===== src/rtl/apb_bridge_pkg.sv =====
// Shared types and constants for the memory-mapped to APB4 bridge.
package apb_bridge_pkg;

  typedef enum logic [1:0] {
    IDLE   = 2'd0,
    SETUP  = 2'd1,
    ACCESS = 2'd2,
    RESP   = 2'd3
  } state_t;

  localparam logic [2:0]  APB_PPROT_DEFAULT    = 3'b010;
  localparam logic [31:0] DECERR_RDATA_DEFAULT = 32'hDEAD_BEEF;

endpackage


===== src/rtl/apb_addr_decoder.sv =====
// Base/mask address decoder; when windows overlap the lowest slave index wins.
module apb_addr_decoder #(
  parameter int                     SLV_NUM   = 8,
  parameter logic [SLV_NUM*32-1:0]  BASE_ADDR = {SLV_NUM{32'h0}},
  parameter logic [SLV_NUM*32-1:0]  ADDR_MASK = {SLV_NUM{32'hFFFF_F000}},
  parameter int                     IDX_W     = (SLV_NUM > 1) ? $clog2(SLV_NUM) : 1
) (
  input  logic [31:0]        i_addr,
  output logic               o_hit,
  output logic [IDX_W-1:0]   o_idx,
  output logic [SLV_NUM-1:0] o_onehot
);

  // Walk from the top index down so the lowest matching slave is written last.
  always_comb begin
    o_hit    = 1'b0;
    o_idx    = '0;
    o_onehot = '0;
    for (int i = SLV_NUM - 1; i >= 0; i--) begin
      if ((i_addr & ADDR_MASK[32*i +: 32]) == BASE_ADDR[32*i +: 32]) begin
        o_hit       = 1'b1;
        o_idx       = IDX_W'(i);
        o_onehot    = '0;
        o_onehot[i] = 1'b1;
      end
    end
  end

endmodule


===== src/rtl/mmap_apb_bridge.sv =====
// Converts valid/ready memory-mapped requests into APB4 transfers to SLV_NUM slaves,
// with decode errors, a PREADY timeout and a saturating error counter.
module mmap_apb_bridge
  import apb_bridge_pkg::*;
#(
  parameter int                     SLV_NUM      = 8,
  parameter logic [SLV_NUM*32-1:0]  BASE_ADDR    = {SLV_NUM{32'h0}},
  parameter logic [SLV_NUM*32-1:0]  ADDR_MASK    = {SLV_NUM{32'hFFFF_F000}},
  parameter int                     TIMEOUT      = 255,
  parameter logic [31:0]            DECERR_RDATA = DECERR_RDATA_DEFAULT
) (
  input  logic                  clk_i,
  input  logic                  rst_i,
  input  logic                  mmap_valid_i,
  input  logic [31:0]           mmap_addr_i,
  input  logic [31:0]           mmap_wdata_i,
  input  logic [3:0]            mmap_wstrb_i,
  output logic [31:0]           mmap_rdata_o,
  output logic                  mmap_ready_o,
  output logic                  mmap_err_o,
  output logic [31:0]           apb_paddr_o,
  output logic [2:0]            apb_pprot_o,
  output logic [SLV_NUM-1:0]    apb_psel_o,
  output logic                  apb_penable_o,
  output logic                  apb_pwrite_o,
  output logic [31:0]           apb_pwdata_o,
  output logic [3:0]            apb_pstrb_o,
  input  logic [SLV_NUM-1:0]    apb_pready_i,
  input  logic [SLV_NUM*32-1:0] apb_prdata_i,
  input  logic [SLV_NUM-1:0]    apb_pslverr_i,
  output logic [15:0]           err_cnt_o
);

  localparam int IDX_W  = (SLV_NUM > 1) ? $clog2(SLV_NUM) : 1;
  localparam int TCNT_W = ($clog2(TIMEOUT + 1) > 8) ? $clog2(TIMEOUT + 1) : 8;
  localparam logic [TCNT_W-1:0] TIMEOUT_V = TCNT_W'(TIMEOUT);

  state_t               r_state;
  state_t               w_next_state;
  logic [31:0]          r_paddr;
  logic [31:0]          r_pwdata;
  logic                 r_pwrite;
  logic [3:0]           r_pstrb;
  logic [2:0]           r_pprot;
  logic [SLV_NUM-1:0]   r_psel;
  logic                 r_penable;
  logic [31:0]          r_rdata;
  logic                 r_ready;
  logic                 r_err;
  logic [15:0]          r_err_cnt;
  logic [IDX_W-1:0]     r_idx;
  logic [TCNT_W-1:0]    r_tcnt;

  logic                 w_hit;
  logic [IDX_W-1:0]     w_idx;
  logic [SLV_NUM-1:0]   w_onehot;
  logic                 w_sel_ready;
  logic                 w_sel_err;
  logic [31:0]          w_sel_rdata;
  logic [TCNT_W-1:0]    w_tcnt_inc;
  logic                 w_timeout;

  apb_addr_decoder #(
    .SLV_NUM   (SLV_NUM),
    .BASE_ADDR (BASE_ADDR),
    .ADDR_MASK (ADDR_MASK),
    .IDX_W     (IDX_W)
  ) u_dec (
    .i_addr   (mmap_addr_i),
    .o_hit    (w_hit),
    .o_idx    (w_idx),
    .o_onehot (w_onehot)
  );

  // Only the slave latched at SETUP is observed; all other slaves are ignored.
  assign w_sel_ready = apb_pready_i[r_idx];
  assign w_sel_err   = apb_pslverr_i[r_idx];
  assign w_sel_rdata = apb_prdata_i[32*r_idx +: 32];
  assign w_tcnt_inc  = r_tcnt + 1'b1;
  assign w_timeout   = (TIMEOUT != 0) && (w_tcnt_inc == TIMEOUT_V);

  always_comb begin
    w_next_state = r_state;
    case (r_state)
      IDLE:    if (mmap_valid_i) w_next_state = w_hit ? SETUP : RESP;
      SETUP:   w_next_state = ACCESS;
      ACCESS:  if (w_sel_ready || w_timeout) w_next_state = RESP;
      RESP:    w_next_state = IDLE;
      default: w_next_state = IDLE;
    endcase
  end

  always_ff @(posedge clk_i) begin
    if (rst_i) begin
      r_state   <= IDLE;
      r_paddr   <= '0;
      r_pwdata  <= '0;
      r_pwrite  <= 1'b0;
      r_pstrb   <= '0;
      r_pprot   <= '0;
      r_psel    <= '0;
      r_penable <= 1'b0;
      r_rdata   <= '0;
      r_ready   <= 1'b0;
      r_err     <= 1'b0;
      r_err_cnt <= '0;
      r_idx     <= '0;
      r_tcnt    <= '0;
    end else begin
      r_state <= w_next_state;
      r_pprot <= APB_PPROT_DEFAULT;
      // The ready pulse coincides exactly with the RESP state.
      r_ready <= (w_next_state == RESP);
      case (r_state)
        IDLE: begin
          if (mmap_valid_i) begin
            if (w_hit) begin
              r_paddr   <= mmap_addr_i;
              r_pwdata  <= mmap_wdata_i;
              r_pwrite  <= |mmap_wstrb_i;
              r_pstrb   <= mmap_wstrb_i;
              r_psel    <= w_onehot;
              r_penable <= 1'b0;
              r_idx     <= w_idx;
            end else begin
              r_err   <= 1'b1;
              r_rdata <= DECERR_RDATA;
            end
          end
        end
        SETUP: begin
          r_penable <= 1'b1;
          r_tcnt    <= '0;
        end
        ACCESS: begin
          if (w_sel_ready) begin
            r_rdata   <= r_pwrite ? 32'h0 : w_sel_rdata;
            r_err     <= w_sel_err;
            r_psel    <= '0;
            r_penable <= 1'b0;
          end else begin
            r_tcnt <= w_tcnt_inc;
            if (w_timeout) begin
              r_psel    <= '0;
              r_penable <= 1'b0;
              r_err     <= 1'b1;
              r_rdata   <= DECERR_RDATA;
            end
          end
        end
        RESP: begin
          if (r_err && (r_err_cnt != 16'hFFFF)) r_err_cnt <= r_err_cnt + 16'd1;
        end
        default: ;
      endcase
    end
  end

  assign mmap_rdata_o  = r_rdata;
  assign mmap_ready_o  = r_ready;
  assign mmap_err_o    = r_err;
  assign apb_paddr_o   = r_paddr;
  assign apb_pprot_o   = r_pprot;
  assign apb_psel_o    = r_psel;
  assign apb_penable_o = r_penable;
  assign apb_pwrite_o  = r_pwrite;
  assign apb_pwdata_o  = r_pwdata;
  assign apb_pstrb_o   = r_pstrb;
  assign err_cnt_o     = r_err_cnt;

endmodule


===== config.mk =====
export PLATFORM = sky130hd
export DESIGN_NAME = mmap_apb_bridge
export DESIGN_NICKNAME = d
export VERILOG_FILES = /design/src/rtl/apb_bridge_pkg.sv /design/src/rtl/apb_addr_decoder.sv /design/src/rtl/mmap_apb_bridge.sv
export SDC_FILE = /design/constraint.sdc
export NUM_CORES = 1
export LEC_CHECK = 0
export ABC_AREA = 1
export CAP_MARGIN = 20
export CORE_AREA = 5 5 180 182
export DETAILED_ROUTE_END_ITERATION = 12
export DIE_AREA = 0 0 185 187
export SLEW_MARGIN = 15
export SYNTH_ARGS = -nofsm -noshare
export SYNTH_HDL_FRONTEND = slang
export SYNTH_SLANG_ARGS = --single-unit
export TNS_END_PERCENT = 50

===== constraint.sdc =====
create_clock -name clk_i -period 2.1 [get_ports clk_i]
set_clock_uncertainty 0.1 [all_clocks]
set_input_delay 0.42 -clock clk_i [delete_from_list [all_inputs] [get_ports clk_i]]
set_output_delay 0.42 -clock clk_i [all_outputs]
set_load 0.005 [all_outputs]

# Word-level counts from Yosys, hierarchy flattened
# Index checks and enable logic that the tools add are counted.
# Widths: inputs -> output; s select.
# op_classes
muxes	30
eq_ne	11
reduce_logical	14
add_sub_neg	2
# ops
cell	n
$mux 32	5
$pmux 32 s2	1
$mux 8	5
$logic_not 32->1	1
$pmux 8 s2	2
$add 16x1->16 const B	1
$ne 16x16->1 const B	1
$reduce_and 4->1	3
$mux 1	10
$add 8x1->8 const B	1
$eq 8x8->1 const B	1
$mux 2	4
$ne 2x2->1 const B	4
$pmux 2 s4	1
$eq 2x2->1 const B	3
$reduce_and 2->1	2
$reduce_bool 2->1	2
$reduce_or 4->1	1
$ne 3x3->1 const B	1
$pmux 1 s3	1
$reduce_and 3->1	1
$reduce_bool 3->1	1
$eq 2x1->1 const B	1
$logic_not 2->1	1
3 further kinds	3
# word_totals
inputBits	343
word_cells	70
out_inout_bits	131
register_bits	141

# Depth between registers and ports, before layout
# depth
ltp_word	6
mapped_depth	14
depth_no_buf	13

# By module
# A second synthesis with hierarchy kept.
# unflattened
cells_unflattened	1554
area_unflattened_um2	8896.0
# by_module_without_submodules
mod	area_each_um2	n_inst	cells_per_inst	seq_area_each_um2
mmap_apb_bridge	8738.4	1	1525	2842.7
apb_addr_decoder	157.7	1	29	0.0

# Worst setup path after synthesis
# OpenSTA, ideal clock, no wires.
# synth_timing
path_kind	register -> register
startpoint	register r_tcnt[0]
endpoint	register r_rdata[10] (netlist: mmap_rdata_o[10])
path_slack_ns	0.287
required_ns	1.890
stages_incl_launch_ff	12
setup_ns	0.110
n_path_buf	1
t_arrival_ns	1.603
period_less_slack_ns	1.813
cell_sequence	dfxtp_1 -> ha_1 -> nand3_2 -> o21bai_1 -> nand2_1 -> nor2_1 -> nand2_1 -> nand3_4 -> buf_2 -> nand4_1 -> nand2_1 -> nor2_1
# synth_via
elab_chain_len	4
# synth_rtl
item	line_no	text
start: declaration	mmap_apb_bridge.sv:52	logic [TCNT_W-1:0] r_tcnt;
start signal: assignment	mmap_apb_bridge.sv:142	r_tcnt <= w_tcnt_inc;
$add 8x1->8	mmap_apb_bridge.sv:79	assign w_tcnt_inc = r_tcnt + 1'b1;
$eq 8x8->1	mmap_apb_bridge.sv:80	assign w_timeout = (TIMEOUT != 0) && (w_tcnt_inc == TIMEOUT_V);
$ne 3x3->1 (no source line)	--	
$reduce_and 4->1 (no source line)	--	
end signal: assignment	mmap_apb_bridge.sv:137	r_rdata <= r_pwrite ? 32'h0 : w_sel_rdata;
end: declaration	mmap_apb_bridge.sv:47	logic [31:0] r_rdata;
# Every way passes these cells.
# A chain may end at the register's enable or synchronous reset.

# Final worst setup path
# layout_timing
startpoint	register r_err_cnt[11] (netlist: err_cnt_o[11])
endpoint	output port err_cnt_o[11]
# layout_lines
item	line_no	text
start: declaration	mmap_apb_bridge.sv:50	logic [15:0] r_err_cnt;
start signal: assignment	mmap_apb_bridge.sv:152	if (r_err && (r_err_cnt != 16'hFFFF)) r_err_cnt <= r_err_cnt + 16'd1;
end: declaration	mmap_apb_bridge.sv:31	output logic [15:0] err_cnt_o
# No word-level cell between the ends.

==> results.md <==
- Crit path kind: reg -> out
- Synth top area share: 45.3%
- Clock Path Buffers: 2
- Die extent in y: 187 um
- CTS sink cnt: about 130
- Status: complete, no violations
- # DRC: 0
- Hold Crit Start: apb_pwdata_o[28]$_SDFFE_PP0P_
- Antenna-violating nets left: 0
- Overall Global Routing Usage: 11.2%
- Synth unique cells: 31
- Latest clock arrival within the worst-skew pair: 430 ps
- Syn avg cell area: 7.03 um2
- CP required: between 1500 and 2000 ps
- Sequential area share after synthesis: a little under half
- Via count: a little under 6000
- I/O pins: 474
- Finished Cell Area: roughly 9500 um2
- Timing startpoint of the critical path: err_cnt_o[11]$_SDFFE_PP0P_
- DR WL/cell: 13.3 um
- Largest net degree at the start of global routing: 40
- Max VDD drop: ~450 uV
- Max H-tree Level: 4
- Pleak: 0.00393 uW
- Hold-fix buffers, CTS: 0
- Fin nets: around 1400
- Share of layout cells above drive strength 1: between 9 and 10%
- CP max FO: 5
- Slew of the pin with the lowest slew margin: 800 ps
- Drt initial violations: between 200 and 250
- Pwr dens: a little over 800 nW/um2
- Fillers: between 3000 and 4000
- FP Rows: 64
- Commonest non-fill, non-tap cells in the layout: clkdlybuf4s50_1 (226), nor2_1 (161), nand2_1 (142)
- Cells after synthesis: just over 800
- Min-Delay Path Class: reg -> reg
- Crit-path leading delay family: buffers and inverters
- N_diodes: 0
- CP bufs+invs: 1
- CTS buffer count: 17
- IO buf count: between 200 and 250
- Final Cycle Share: 94.4%
- Warnings from Yosys: 0
- Gp weighted congestion: slightly below 0.8
- Core area: roughly 30000 um2
- Biggest area consumer among synthesized cells: dfxtp_1
- Crit-path max cell delay: around 630 ps
- Synth-to-Final Area Change: 63.2%
- FF-to-FF Start: r_tcnt[0]$_SDFFE_PP0P_
- Reg clk slew, reported paths: around 70 ps
- Tmin final: between 1500 and 2000 ps
- Crit-path cells: clkdlybuf4s50_1
- Final Hold Fails: 0
- Initial antenna violation count: 0
- Clk root buf: clkbuf_16
- Worst setup EP type: output pin
- Number of global-route vias before repair: approximately 5800
- Die area: 34600 um2
- Setup tns final: 0 ps
- CTS tree: built
- First-pass GRT wire length: 31100 um
- Fmax: slightly above 500 MHz
- Commonest non-fill, non-tap cell in the layout: clkdlybuf4s50_1
- Final WL: between 15000 and 20000 um
- Util after Layout: between 30% and 40%
- Final setup fails: 0
- CP max stage cell: clkdlybuf4s50_1
- Top post-synthesis cells by area: dfxtp_1 (45%), nor2_1 (11%), nand2_1 (9.2%)
- Yosys reg bits: between 100 and 150
- HPWL Detailed: ~15000 um
- Dpl cell area: roughly 9000 um2
- Total grt overflow: 0
- Max-Cap Viols: 0
- Worst path arrival time: between 1000 and 1500 ps
- Starting Density: between 10% and 20%
- Die width: between 150 and 200 um
- Final Slew Violations: 0
- Post-DR vias/cell: ~4.0
- Netlist Area Pre-Place: 5830 um2
- 1st-pass router iterations: 4
- Slew HR: a little under half
- Worst setup SP type: flip-flop
flip-flops by register name (all words and copies together), names as in the netlist:
register,cells
apb_pstrb_o,4
r_tcnt,8
mmap_ready_o,1
mmap_err_o,1
r_state,2
mmap_rdata_o,32
apb_paddr_o,32
apb_psel_o,1
apb_pprot_o,1
apb_pwrite_o,1
apb_pwdata_o,32
apb_penable_o,1
err_cnt_o,16
report_power, final:
part	internal, uW	switching [uW]
clock	1780	1290
sequential	2720	114
combinational	962	931
Yosys cell counts, drive strengths merged:
cell type / count
a21oi: 47
conb: 1
xnor2: 4
o211ai: 1
nor2: 164
nand3b: 1
nand4: 39
nor3: 9
nand3: 23
o21bai: 2
ha: 8
nand2: 143
or2: 3
and3: 20
buf: 23
nor3b: 1
xor2: 3
dfxtp: 132
inv: 107
a31oi: 4
clkbuf: 31
o21a: 1
o21ai: 62
final cells by class:
type | count | area (um2) | area share (%)
inverter | 107 | 405 | 4.26
timing repair buffer | 279 | 2810 | 29.5
clock inverter | 14 | 169 | 1.77
clock buffer | 17 | 425 | 4.47
tap | 396 | 495 | 5.20
multi-input combinational | 544 | 2570 | 27.0
sequential | 132 | 2650 | 27.8
per-layer routing:
| metal | GRT usage (%) | wire length, um |
|---|---|---|
| met3 | 6.18 | 2480 |
| met2 | 17.0 | 8360 |
| met4 | 2.63 | 171 |
| met1 | 13.8 | 8840 |
| met5 | 0 | 0 |
worst paths after layout:
path	to	slack, ps	cells after the start
worst max-delay path	err_cnt_o[11]	120	1
worst min-delay path	apb_pwdata_o[28]$_SDFFE_PP0P_	380	2
worst max register to register	mmap_rdata_o[8]$_SDFFE_PP0P_	180	12
worst min register to register	apb_pwdata_o[28]$_SDFFE_PP0P_	380	2
repair_timing:
action / in CTS / in global routing
setup endpoints to repair: 1 / 84
gates cloned: 0 / 2
setup buffers: 0 / 3
gates resized for setup: 1 / 13
pin swaps: 0 / 1
metrics by stage:
stage                     power (uW)  hold WS (ps)  worst slack, ps  cells
after global routing            8300           406            -9.94   1489
after detailed placement        4780           375             -440   1453
after CTS                       7950           389             9.02   1484
after global placement          4780           360             -387   1453
after floorplan                 3840           359              287    837
final                           7800           382              118   1489
cell families after synthesis:
logic type                 synth area share (%)
and+or+nand+nor                            30.0
buffers and inverters                      11.5
DFF                                        45.3
AOI/OAI and AO/OA                          10.4
adders and majority gates                  1.72
xor gates and xnor gates                   1.05
other                                    0.0643
Note: power is estimated with default switching activity, not from simulation.
